==> config.mk <==
export PLATFORM = sky130hd
export DESIGN_NAME = pcie_tx_tlp_arbiter
export DESIGN_NICKNAME = d
export VERILOG_FILES = /design/src/rtl/pcie_tx_tlp_arbiter_pkg.sv /design/src/rtl/pcie_tx_tlp_arbiter_rr_arbiter2.sv /design/src/rtl/pcie_tx_tlp_arbiter.sv
export SDC_FILE = /design/constraint.sdc
export NUM_CORES = 1
export LEC_CHECK = 0
export BUFFER_PORTS_ARGS = -buffer_cell sky130_fd_sc_hd__buf_4
export CORE_AREA = 2 2 108 110
export CTS_BUF_LIST = sky130_fd_sc_hd__clkbuf_2
export DETAILED_ROUTE_END_ITERATION = 16
export DIE_AREA = 0 0 110 112
export PLACE_DENSITY = 0.59
export SLEW_MARGIN = 20
export SYNTH_ARGS = -nofsm -noshare
export SYNTH_HDL_FRONTEND = slang
export SYNTH_HIERARCHICAL = 1
export SYNTH_SLANG_ARGS = --single-unit
==> constraint.sdc <==
create_clock -name trn_clk -period 2.5 [get_ports trn_clk]
set_clock_uncertainty 0.1 [all_clocks]
set_input_delay 0.375 -clock trn_clk [delete_from_list [all_inputs] [get_ports trn_clk]]
set_output_delay 0.375 -clock trn_clk [all_outputs]
set_load 0.005 [all_outputs]
==> src/rtl/pcie_tx_tlp_arbiter_pkg.sv <==
// Shared definitions for the PCIe TX TLP arbiter.
//   TBUF_*      : bit positions inside trn_tbuf_av (core TX buffer credits)
//   arb_state_t : link ownership state of the arbiter
package pcie_tx_tlp_arbiter_pkg;

  localparam int unsigned TBUF_NP  = 0;  // non-posted
  localparam int unsigned TBUF_P   = 1;  // posted
  localparam int unsigned TBUF_CPL = 2;  // completion

  typedef enum logic [1:0] {
    IDLE = 2'd0,
    OWN0 = 2'd1,
    OWN1 = 2'd2
  } arb_state_t;

endpackage

==> src/rtl/pcie_tx_tlp_arbiter_rr_arbiter2.sv <==
// Combinational two-way pick between two eligible requesters.
//   elig0/elig1 : requester is allowed to take the link
//   last_owner  : requester that finished most recently (loses a tie in RR mode)
//   pick_valid  : at least one requester is eligible
//   pick        : winning requester index (0/1), meaningful when pick_valid
module pcie_tx_tlp_arbiter_rr_arbiter2 #(
  parameter int unsigned FIXED_PRIO = 0
) (
  input  logic elig0,
  input  logic elig1,
  input  logic last_owner,
  output logic pick_valid,
  output logic pick
);

  always_comb begin
    pick_valid = elig0 | elig1;
    pick       = 1'b0;
    if (elig0 && elig1) begin
      pick = (FIXED_PRIO != 0) ? 1'b1 : ~last_owner;
    end else if (elig1) begin
      pick = 1'b1;
    end
  end

endmodule

==> src/rtl/pcie_tx_tlp_arbiter.sv <==
// Shares the 64-bit TRN TX local-link between two TLP sources:
// requester 0 (posted-write DMA engine) and requester 1 (completion engine).
// Grants are packet-atomic, round-robin or fixed priority, gated by core credits.
//   trn_*        : endpoint core TX port (clock, reset, link, muxed data, credits)
//   rN_req/gnt   : whole-TLP request / ownership of the link for requester N
//   rN_t*        : requester N local-link signals; dst_rdy/dsc routed to the owner
//   tlp_cnt0/1   : wrapping count of TLPs completed per requester
//   err_overlength : sticky, set when a TLP runs to MAX_BEATS beats without eof
module pcie_tx_tlp_arbiter
  import pcie_tx_tlp_arbiter_pkg::*;
#(
  parameter int unsigned MAX_BEATS  = 36,
  parameter int unsigned CNT_W      = 16,
  parameter int unsigned FIXED_PRIO = 0
) (
  input  logic             trn_clk,
  input  logic             trn_reset_n,
  input  logic             trn_lnk_up_n,
  output logic [63:0]      trn_td,
  output logic [7:0]       trn_trem_n,
  output logic             trn_tsof_n,
  output logic             trn_teof_n,
  output logic             trn_tsrc_rdy_n,
  input  logic             trn_tdst_rdy_n,
  input  logic             trn_tdst_dsc_n,
  input  logic [3:0]       trn_tbuf_av,
  input  logic             r0_req,
  output logic             r0_gnt,
  input  logic [63:0]      r0_td,
  input  logic [7:0]       r0_trem_n,
  input  logic             r0_tsof_n,
  input  logic             r0_teof_n,
  input  logic             r0_tsrc_rdy_n,
  output logic             r0_tdst_rdy_n,
  output logic             r0_tdst_dsc_n,
  input  logic             r1_req,
  output logic             r1_gnt,
  input  logic [63:0]      r1_td,
  input  logic [7:0]       r1_trem_n,
  input  logic             r1_tsof_n,
  input  logic             r1_teof_n,
  input  logic             r1_tsrc_rdy_n,
  output logic             r1_tdst_rdy_n,
  output logic             r1_tdst_dsc_n,
  output logic [CNT_W-1:0] tlp_cnt0,
  output logic [CNT_W-1:0] tlp_cnt1,
  output logic             err_overlength
);

  localparam int unsigned BEAT_W = $clog2(MAX_BEATS + 1);
  localparam logic [BEAT_W-1:0] BEAT_MAX = BEAT_W'(MAX_BEATS);

  arb_state_t        state;
  arb_state_t        grant_state;
  logic              last_owner;
  logic [BEAT_W-1:0] beat_cnt;
  logic              elig0;
  logic              elig1;
  logic              owner_idx;
  logic              arb_last;
  logic              pick_valid;
  logic              pick;
  logic              beat_acc;
  logic              eof_acc;
  logic              unused_tbuf;

  assign elig0       = r0_req & trn_tbuf_av[TBUF_P];
  assign elig1       = r1_req & trn_tbuf_av[TBUF_CPL];
  assign owner_idx   = (state == OWN1);
  assign unused_tbuf = trn_tbuf_av[TBUF_NP] ^ trn_tbuf_av[3];

  // While owning, the arbiter is only consulted on the eof beat, where the
  // current owner is about to become last_owner; feed that in directly so the
  // back-to-back re-grant sees the updated history without a bubble.
  assign arb_last    = (state == IDLE) ? last_owner : owner_idx;
  assign grant_state = pick ? OWN1 : OWN0;

  pcie_tx_tlp_arbiter_rr_arbiter2 #(
    .FIXED_PRIO (FIXED_PRIO)
  ) u_arb (
    .elig0      (elig0),
    .elig1      (elig1),
    .last_owner (arb_last),
    .pick_valid (pick_valid),
    .pick       (pick)
  );

  always_comb begin
    trn_td         = '0;
    trn_trem_n     = '1;
    trn_tsof_n     = 1'b1;
    trn_teof_n     = 1'b1;
    trn_tsrc_rdy_n = 1'b1;
    r0_gnt         = 1'b0;
    r1_gnt         = 1'b0;
    r0_tdst_rdy_n  = 1'b1;
    r1_tdst_rdy_n  = 1'b1;
    r0_tdst_dsc_n  = 1'b1;
    r1_tdst_dsc_n  = 1'b1;
    case (state)
      OWN0: begin
        trn_td         = r0_td;
        trn_trem_n     = r0_trem_n;
        trn_tsof_n     = r0_tsof_n;
        trn_teof_n     = r0_teof_n;
        trn_tsrc_rdy_n = r0_tsrc_rdy_n;
        r0_gnt         = 1'b1;
        r0_tdst_rdy_n  = trn_tdst_rdy_n;
        r0_tdst_dsc_n  = trn_tdst_dsc_n;
      end
      OWN1: begin
        trn_td         = r1_td;
        trn_trem_n     = r1_trem_n;
        trn_tsof_n     = r1_tsof_n;
        trn_teof_n     = r1_teof_n;
        trn_tsrc_rdy_n = r1_tsrc_rdy_n;
        r1_gnt         = 1'b1;
        r1_tdst_rdy_n  = trn_tdst_rdy_n;
        r1_tdst_dsc_n  = trn_tdst_dsc_n;
      end
      default: ;
    endcase
  end

  assign beat_acc = (state != IDLE) & ~trn_tsrc_rdy_n & ~trn_tdst_rdy_n;
  assign eof_acc  = beat_acc & ~trn_teof_n;

  always_ff @(posedge trn_clk or negedge trn_reset_n) begin
    if (!trn_reset_n) begin
      state          <= IDLE;
      last_owner     <= 1'b1;
      beat_cnt       <= '0;
      tlp_cnt0       <= '0;
      tlp_cnt1       <= '0;
      err_overlength <= 1'b0;
    end else if (trn_lnk_up_n) begin
      state    <= IDLE;
      beat_cnt <= '0;
    end else begin
      case (state)
        IDLE: begin
          if (pick_valid) begin
            state <= grant_state;
          end
        end
        OWN0, OWN1: begin
          if (!trn_tdst_dsc_n) begin
            state      <= IDLE;
            last_owner <= owner_idx;
            beat_cnt   <= '0;
          end else if (eof_acc) begin
            if (owner_idx) begin
              tlp_cnt1 <= tlp_cnt1 + CNT_W'(1);
            end else begin
              tlp_cnt0 <= tlp_cnt0 + CNT_W'(1);
            end
            last_owner <= owner_idx;
            beat_cnt   <= '0;
            state      <= pick_valid ? grant_state : IDLE;
          end else if (beat_acc) begin
            if (beat_cnt != BEAT_MAX) begin
              beat_cnt <= beat_cnt + BEAT_W'(1);
            end
            // This beat is the MAX_BEATS-th (or later) one and still not eof.
            if (beat_cnt >= BEAT_MAX - BEAT_W'(1)) begin
              err_overlength <= 1'b1;
            end
          end
        end
        default: state <= IDLE;
      endcase
    end
  end

endmodule

==> results.py <==
metrics = {
    "critical_path": {
        "arrival_ns": 2.00,
        "cp_num_buf_inv": 3,
        "crit_family": "flip-flops",
        "cp.required_ns": 2.03,
        "cp_cell_sequence": "inv_2, ha_4, and2_4, buf_8, a22o_1, buf_4",
        "crit_type": "flip-flop to output port",
        "startpoint_type": "flip-flop",
        "r2r_slack_ns": 0.15,
        "slowest_delay_ns": 0.46,
        "end_kind": "output port",
        "critical_path_peak_fanout": 19,
        "slowest_stage": "dfrtp_1",
    },
    "floorplan": {
        "die_x_um": 110,
        "num_rows": 39,
        "core_um2": 11200,
        "die_h_um": 112,
        "pin_count": 275,
        "die-area_um2": 12300,
        "start_util_pct": 26.7,
    },
    "timing": {
        "slew_violations": 0,
        "finalCritPeriodShare_pct": 99.0,
        "slew_headroom_pct": 55.9,
        "tightest_slew_ns": 0.655,
        "max_freq_mhz": 404,
        "setup_tns_ns": 0,
        "setup_violations": 0,
        "fin_crit_ns": 2.47,
        "whs_ns": 0.204,
        "hold_viol_final": 0,
        "rsz0062_at_grt": "true",
    },
    "grt": {
        "grt_pass1_wl_um": 20900,
        "gr-total-overflow": 0,
        "grt_antenna_before_repair": 6,
        "grt_max_degree": 43,
        "grt_pass1_vias": 3570,
        "grt.total_usage_pct": 22.9,
    },
    "routing": {
        "drt-total-wl_um": 14900,
        "dr.pass1.iters": 4,
        "vias_per_cell": 4.96,
        "vias": 3684,
        "wl_per_cell_um": 20.1,
        "drtIter0Drc": 237,
        "antenna_left": 0,
        "drcViolationCount": 0,
    },
    "yosys": {
        "yosys_warnings": 6,
        "syn_inst": 315,
        "yosysUniqueCellTypes": 50,
        "syn-mean-instance-area_um2": 9.47,
        "syn_area_um2": 2980,
        "ys_ff_latch": 42,
        "async_flop_share_pct": 100,
        "synth-seq-area-share_pct": 35.3,
        "yosys_most_used_dff": "dfrtp_1",
        "syn_nets": 484,
        "synth_edf_count": 0,
    },
    "clock_tree": {
        "cts_tree": "done",
        "numClockSinks": 42,
        "cts_buffer_depth": 2,
        "cts_buffers": 5,
        "htree_levels": 2,
        "cts-root-buf": "clkbuf_2",
        "cts.reportedPaths.clkPinSlew_ns": 0.22,
        "clkLatencyLatePin_ns": 0.39,
    },
    "layout": {
        "syn2layout_area_growth_pct": 88.0,
        "fin_cells": 742,
        "nNetsFinal": 765,
        "drive_gt1_share_pct": 54.6,
        "fill_cells": 1065,
    },
    "placement": {
        "dpl.cell_count": 717,
        "dpl.hpwl_um": 12100,
        "routabilityCongestion": 0.965,
        "io_buffer_count": 272,
    },
    "run": {
        "drv_cap": 0,
    },
    "pwr": {
        "p_leak_nw": 2.86,
        "ir_drop_v": 0.000248,
        "power_density_nw_per_um2": 328,
        "total_power_mw": 1.84,
    },
    "run_status": {
        "status": "finished, final reports clean",
    },
    "worst_hold_path": {
        "hp-class": "input pin to flip-flop",
    },
}
-- layout make-up --
type                       instances  area [um2]  area share [%]
timing repair buffer             296        2370            42.3
multi-input combinational        241        1870            33.4
sequential                        42        1050            18.8
tap                              143         179            3.19
clock inverter                     3        63.8            1.14
inverter                          10        37.5           0.669
clock buffer                       5        25.0           0.446
antenna                            2        5.00          0.0892
-- cell families (layout without fill, tap and decap cells) --
group	count (synthesis)	after routing	share of synthesized area, %
simple gates	104	106	19.9
compound gates	92	92	26.3
flops	42	42	35.3
buf+inv	34	314	4.61
xor+xnor	30	30	8.81
fa+ha+maj	8	8	3.36
mux	5	5	1.80
other cells	0	2	0
-- worst reg2reg max path, delay by kind of cell (launching register included) --
kind / cells / cell delay (ns)
simple gates: 2 / 0.74
buf+inv: 2 / 0.20
fa+ha+maj: 1 / 0.31
flops: 1 / 0.44
compound gates: 3 / 0.50
-- cell usage in the layout (no fill, tap or decap), drive strengths merged, types with 6 or more instances in the layout --
cell type,instances
and4,7
nand2,30
buf,293
inv,10
ha,8
xnor2,24
nand4,10
clkbuf,7
nand3,16
a22oi,9
dfrtp,41
xor2,6
and2,9
a22o,64
-- through the flow --
stage	worst slack (ns)	util [%]	instance area [um2]
floorplan	0.344	-	2980
global placement	0.190	46.7	5210
CTS	-0.0120	48.4	5410
global route	-0.0707	50.1	5600
detailed placement	0.146	46.7	5210
finish	0.0260	50.2	5610
-- registers in the layout, summed over array words and instances, names as in the netlist --
signal / cells
last_owner: 1
err_overlength: 1
beat_cnt: 6
tlp_cnt0: 16
state: 2
tlp_cnt1: 16
-- layer usage --
| layer | routed length (um) | vias to the layer above | global-route usage, % |
|---|---|---|---|
| met3 | 1630 | 27 | 9.95 |
| met5 | 60 | - | 0 |
| met2 | 7370 | 158 | 37.3 |
| li1 | - | 1748 | - |
| met1 | 5520 | 1743 | 27.3 |
| met4 | 359 | 8 | 6.33 |
-- cell usage after synthesis (all sizes together) (2+ instances only) --
| cell type | count | share of area [%] |
|---|---|---|
| xnor2 | 24 | 7.0 |
| nor3 | 2 | 0.34 |
| or3 | 4 | 0.84 |
| nor2 | 5 | 0.63 |
| a22oi | 9 | 2.3 |
| nand4 | 10 | 2.1 |
| mux2i | 2 | 0.67 |
| a21oi | 3 | 0.63 |
| buf | 7 | 1.2 |
| nand2b | 5 | 1.0 |
| and2 | 7 | 1.6 |
| nand2 | 30 | 3.8 |
| nor2b | 3 | 0.63 |
| o211ai | 2 | 0.50 |
| a22o | 64 | 19 |
| o21ai | 3 | 0.50 |
| o2bb2ai | 2 | 0.59 |
| and3 | 5 | 1.0 |
| and4 | 7 | 2.1 |
| nand3b | 3 | 0.75 |
| xor2 | 6 | 1.8 |
| nand3 | 16 | 2.7 |
| ha | 8 | 3.4 |
| inv | 10 | 1.3 |
| mux2 | 3 | 1.1 |
| a21boi | 4 | 1.1 |
| dfrtp | 41 | 34 |
| clkbuf | 17 | 2.1 |
-- power breakdown --
| part | switching [mW] | internal (mW) | total, mW |
|---|---|---|---|
| Combinational | 0.257 | 0.385 | 0.641 |
| Sequential | 0.00700 | 0.689 | 0.696 |
| Clock | 0.234 | 0.266 | 0.500 |
-- what timing repair did --
action,in CTS,in global routing
setup endpoints to repair,65,59
pin swaps,2,22
resized for setup,11,19
buffers inserted,4,5
endpoints found under the hold margin,41,0
hold buffers,1,0
gates cloned,2,3
-- worst paths after layout --
check | startpoint | endpoint | depth (start not counted)
worst max-delay path | state[1] | trn_td[39] | 6
worst min-delay path | trn_lnk_up_n | state[1] | 3
worst max register to register | state[1] | state[0] | 8
worst min register to register | tlp_cnt1[15] | tlp_cnt1[15] | 1
max in group asynchronous | trn_reset_n | state[0] | 2
min in group asynchronous | trn_reset_n | tlp_cnt0[6] | 2
Power figures use the tool's default switching activity.
